<file path="src/rtl/switch_op_selector.sv">
// Mode-switch front end: synchronises and debounces the switch vector, decodes a
// one-hot selection to an op code and commits it only while the controller is idle.
module switch_op_selector #(
  parameter int NUM_SW          = 5,
  parameter int OP_W            = 3,
  parameter int SYNC_STAGES     = 2,
  parameter int DEBOUNCE_CYCLES = 1000000
) (
  input  logic              clk,
  input  logic              rst_n,
  input  logic [NUM_SW-1:0] sw,
  input  logic              busy,
  output logic [OP_W-1:0]   op,
  output logic              op_valid,
  output logic              op_changed,
  output logic              sw_error,
  output logic              pending
);

  localparam int CNT_W = $clog2(DEBOUNCE_CYCLES + 1);
  localparam logic [CNT_W-1:0]  CNT_LAST = CNT_W'(DEBOUNCE_CYCLES - 1);
  localparam logic [CNT_W-1:0]  CNT_ONE  = CNT_W'(1);
  localparam logic [NUM_SW-1:0] SW_ONE   = NUM_SW'(1);

  localparam logic [0:0] S_TRACK = 1'b0;
  localparam logic [0:0] S_LOCK  = 1'b1;

  logic [NUM_SW-1:0] r_sync [SYNC_STAGES];
  logic [NUM_SW-1:0] r_cand;
  logic [NUM_SW-1:0] r_deb;
  logic [CNT_W-1:0]  r_cnt;
  logic [0:0]        r_state;
  logic [OP_W-1:0]   r_op;
  logic              r_opValid;
  logic              r_opChanged;
  logic              r_pending;

  logic [NUM_SW-1:0] w_swS;
  logic              w_multi;
  logic [OP_W-1:0]   w_dec;

  always_ff @(posedge clk) begin
    if (!rst_n) begin
      for (int i = 0; i < SYNC_STAGES; i++) r_sync[i] <= '0;
    end else begin
      r_sync[0] <= sw;
      for (int i = 1; i < SYNC_STAGES; i++) r_sync[i] <= r_sync[i-1];
    end
  end

  assign w_swS = r_sync[SYNC_STAGES-1];

  // Any difference from the candidate restarts the count for the whole vector;
  // the counter parks at its last value so it can never wrap.
  always_ff @(posedge clk) begin
    if (!rst_n) begin
      r_cand <= '0;
      r_cnt  <= '0;
      r_deb  <= '0;
    end else if (w_swS != r_cand) begin
      r_cand <= w_swS;
      r_cnt  <= '0;
    end else if (r_cnt == CNT_LAST) begin
      r_deb  <= r_cand;
    end else begin
      r_cnt  <= r_cnt + CNT_ONE;
    end
  end

  // Clearing the lowest set bit leaves something only when two or more are set.
  assign w_multi = |(r_deb & (r_deb - SW_ONE));

  always_comb begin
    w_dec = '0;
    for (int i = 0; i < NUM_SW; i++) begin
      if (r_deb[i]) w_dec = OP_W'(NUM_SW - i);
    end
    if (w_multi) w_dec = '0;
  end

  // Busy takes priority over a simultaneous decode change; the held difference
  // is committed on the first tracking cycle after busy drops.
  always_ff @(posedge clk) begin
    if (!rst_n) begin
      r_state     <= S_TRACK;
      r_op        <= '0;
      r_opValid   <= 1'b0;
      r_opChanged <= 1'b0;
      r_pending   <= 1'b0;
    end else begin
      r_opChanged <= 1'b0;
      case (r_state)
        S_TRACK: begin
          if (busy) begin
            r_state   <= S_LOCK;
            r_pending <= (w_dec != r_op);
          end else begin
            r_pending <= 1'b0;
            if (w_dec != r_op) begin
              r_op        <= w_dec;
              r_opValid   <= (w_dec != '0);
              r_opChanged <= 1'b1;
            end
          end
        end
        S_LOCK: begin
          r_pending <= (w_dec != r_op);
          if (!busy) r_state <= S_TRACK;
        end
        default: r_state <= S_TRACK;
      endcase
    end
  end

  assign op         = r_op;
  assign op_valid   = r_opValid;
  assign op_changed = r_opChanged;
  assign sw_error   = w_multi;
  assign pending    = r_pending;

endmodule

</file>
<file path="config.mk">
export PLATFORM = sky130hd
export DESIGN_NAME = switch_op_selector
export DESIGN_NICKNAME = d
export VERILOG_FILES = /design/src/rtl/switch_op_selector.sv
export SDC_FILE = /design/constraint.sdc
export NUM_CORES = 1
export LEC_CHECK = 0
export ABC_AREA = 1
export CAP_MARGIN = 20
export CORE_MARGIN = 4
export CORE_UTILIZATION = 50
export DETAILED_ROUTE_END_ITERATION = 10
export PLACE_DENSITY_LB_ADDON = 0.05
export SETUP_SLACK_MARGIN = 0.1
export SLEW_MARGIN = 0
export SYNTH_ARGS = -nofsm -noshare
export SYNTH_HDL_FRONTEND = slang
export SYNTH_SLANG_ARGS = --single-unit
</file>
<file path="constraint.sdc">
create_clock -name clk -period 2 [get_ports clk]
set_input_delay 0.4 -clock clk [delete_from_list [all_inputs] [get_ports clk]]
set_output_delay 0.4 -clock clk [all_outputs]
set_load 0.005 [all_outputs]
</file>
==> metrics.md <==
| Metric | Value |
|---|---|
| Max-Slew Margin vs Limit | 0.6264 |
| Nets@finish | around 320 |
| R2R Path End | r_deb[3] |
| H-Tree Depth | 2 |
| Clock buffer depth | 2 |
| DRT iter0 DRCs | 82 |
| Slew @ Worst Pin | around 560 ps |
| Hold-fix buffers at CTS | 0 |
| Placed Cells | 352 |
| Largest family of logic cells by synthesized area | simple AND/OR/NAND/NOR gates |
| Detailed-route DRC error count | 0 |
| Ratio of final minimum period to clock period | 0.8166 |
| Hpwl dp | 2742 um |
| Post-synth top area cell | dfxtp_1 |
| Delay-heaviest family, CP | simple AND/OR/NAND/NOR gates |
| CP bufs+invs | 0 |
| Critical Path RT | 2200 ps |
| Final number of max-transition violations | 0 |
| Setup Viol. Count Final | 0 |
| Gpl congestion | 0.8466 |
| Root buffer cell | clkbuf_8 |
| Fmax | 0.6123 GHz |
| Starting Density | 0.5230 |
| Seq/Total Area, Yosys | 0.4466 |
| Tmin final | 1633 ps |
| Warnings, synthesis | 0 |
| XOR/XNOR Fraction of Synth Area | 0.03741 |
| Area grow syn2layout | 14.85% |
| Setup TNS Final | 0 ps |
| Grt ovf | 0 |
| Core Box Area | 0.004029 sq mm |
| Worst-path clk slew | ~80 ps |
| RSZ-0062 raised after global routing | no |
| GRT Util Overall | 0.1618 |
| DRT antenna net count | 0 |
| WHS Path Cells | 2 |
| Adder-cell share of the synthesized area | 0.005938 |
| Worst slack at placement | 308.1 ps |
| CP arrival | between 1500 and 2000 ps |
| Vias in the first global route | 1635 |
| Synth Area in Compound Gates | 0.09204 |
| Mapped Cells | 290 |
| Worst Reg2Reg Path Length in Cells | 8 |
| Post-synth EDFFs | 0 |
| Largest net degree at the start of global routing | 27 |
| Fill count | just over 400 |
| Post-Route Utilization | 0.6006 |
| TritonCTS clock tree | done |
| Slowest-stage cell, CP | dfxtp_1 |
| Final wirelength | 3716 um |
| Post-Synthesis Cell Area | 0.002107 sq mm |
| Top-area cell type share of the netlist area | 0.4466 |
| Synth async-reset ratio | 0 |
| Setup ws final | 366.8 ps |
| RR Startpoint | r_cnt[0] |
| Top_reg_cell synth | dfxtp_1 |
| Synth Net Count | 299 |
| DIE AREA | between 0.005 and 0.006 sq mm |
| DRT Pass-1 Iters | 4 |
| Maximum vdd ir drop | 0.0004568 V |
| # diodes | 0 |
| Vias/cell | 4.903 |
| Flop2flop setup slack | 370 ps |
| Status | finished, final reports clean |
| Worst-case clock skew | 2.945 ps |
| # clock sinks | 47 |
| CP max FO | 10 |
| Worst hold-check path type | flop to flop |
| Simple-gate portion of the synthesized area | 0.3302 |
| Initial antenna violation count | 0 |
| Worst path cell trace | ha_1 -> nand3_2 -> nor2_4 -> nand2_2 -> nor3_4 -> nand2_4 -> o21ai_1 -> a21oi_1 |
| Critical path class | flop to flop |
| Total CTS buffers | 5 |
| P_leak | 0.001081 uW |
| Die width | 72.92 um |
| Avg WL per Cell | around 10 um |
| Placement Cell Area | between 0.002 and 0.0025 sq mm |
| Num ports | 15 |
| Syn Area/Cell | approximately 7.3 sq um |
| Max stage delay on crit path | about 370 ps |
| Crit end category | flop |
| Power density cells | between 600 and 700 mW/mm^2 |
| Routed vias | 1770 |
| Area occupied by multi-input gates | slightly below 0.001 sq mm |
| Fraction of layout cells with a size suffix above 1 | 0.1061 |
| Min-delay src | r_sync[0][2] |
| Port buffer count | 14 |
| Mux cell area share after synthesis | 0 |
| Min-Delay Endpoint | r_sync[0][7] |
| Die Span Y | 72.92 um |
| Synth top area cells | dfxtp_1, nand2_1, inv_1 |
| Worst-Skew Late Latency | 300 ps |
| FP Rows | 23 |
| First-pass GRT wire length | 6748 um |
| Seq. cell area | 948.4 sq um |
| Fin area | ~0.0024 sq mm |
| Fin. Hold Viols | 0 |
| Maxcap violations | 0 |
| Cell Count, Final, Fillers Out | 361 |
| Yosys reg bits | 47 |
| CP Launch Type | flop |
| Synth cell types | 33 |
[logic make-up after synthesis]
group | Yosys count
adder cells (fa/ha/maj) | 1
buffers and inverters | 49
AO/OA/AOI/OAI | 36
XOR/XNOR | 9
AND/OR/NAND/NOR | 148
flip-flops | 47
[sequential cells by signal, summed over array words and instances (netlist names)]
signal and cells:
pending 1, r_deb 5, r_state 1, r_cnt 20, r_cand 5, r_sync 10
op 3, op_changed 1, op_valid 1
[synth_stat cells, types with 2 or more instances]
library cell	count
a21oi_1	22
a31oi_1	2
clkbuf_1	3
dfxtp_1	47
inv_1	45
nand2_1	77
nand2_2	3
nand3_1	9
nand3b_1	2
nand4_1	9
nor2_1	25
nor2_4	3
nor3_1	4
nor4_1	3
o21ai_0	4
o21ai_1	4
or2_0	2
or2_2	4
xnor2_1	2
xor2_1	7
[power breakdown]
| part | total [uW] | switching, uW | internal, uW |
|---|---|---|---|
| Combinational | 120 | 62.2 | 57.3 |
| Sequential | 973 | 14.5 | 959 |
| Clock | 559 | 316 | 243 |
[cell usage in the layout (no fill, tap or decap), types with 5 or more instances in the layout]
master           synthesis  layout
a21oi_1                 22      22
clkbuf_8                 0       5
clkdlybuf4s50_1          0      13
dfxtp_1                 47      43
inv_1                   45      45
nand2_1                 77      76
nand3_1                  9       9
nand4_1                  9       9
nor2_1                  25      24
xor2_1                   7       7
[routing by layer]
metal | routed length (um) | share of wire | up-vias | GRT usage
met1 | 1887 | 0.51 | 778 | 0.2112
met4 | 60 | 0.016 | 0 | 0.06148
met2 | 1518 | 0.41 | 37 | 0.2455
li1 | - | - | 948 | -
met5 | 0 | 0 | - | 0
met3 | 250 | 0.067 | 7 | 0.05647
[worst max-delay path by stage]
stage | start | end | cells after the start
floorplan | r_cnt[0] | r_deb[1] | 8
global placement | r_cnt[0] | r_deb[1] | 8
detailed placement | r_cnt[0] | r_deb[3] | 8
CTS | r_deb[2] | sw_error | 5
global route | r_cnt[0] | r_deb[4] | 8
finish | r_cnt[0] | r_deb[3] | 8
[stage by stage]
step / power [uW] / hold slack [ps]
2_1_floorplan: 1068 / 390.5
3_3_place_gp: 1115 / 392.6
3_5_place_dp: 1118 / 399.0
4_1_cts: 1677 / 419.0
5_1_grt: 1741 / 435.4
6_report: 1652 / 416.3
[layout make-up]
| cell class | instances | area share |
|---|---|---|
| Sequential cell | 47 | 0.3919 |
| Tap cell | 50 | 0.02585 |
| Inverter | 45 | 0.06980 |
| Multi-Input combinational cell | 194 | 0.4074 |
| Clock inverter | 3 | 0.008273 |
| Timing Repair Buffer | 17 | 0.06825 |
| Clock buffer | 5 | 0.02844 |
[what timing repair did]
action	in CTS	in global routing
gates cloned	0	0
buffers inserted	0	1
setup endpoints to repair	1	3
pin swaps	0	3
resized for setup	3	5
[tightest hold or removal path, stage by stage, from the launching register on]
cell and delay [ps]:
dfxtp_1 310, nand2_1 40, inv_1 40
Note: power is estimated with default switching activity, not from simulation.
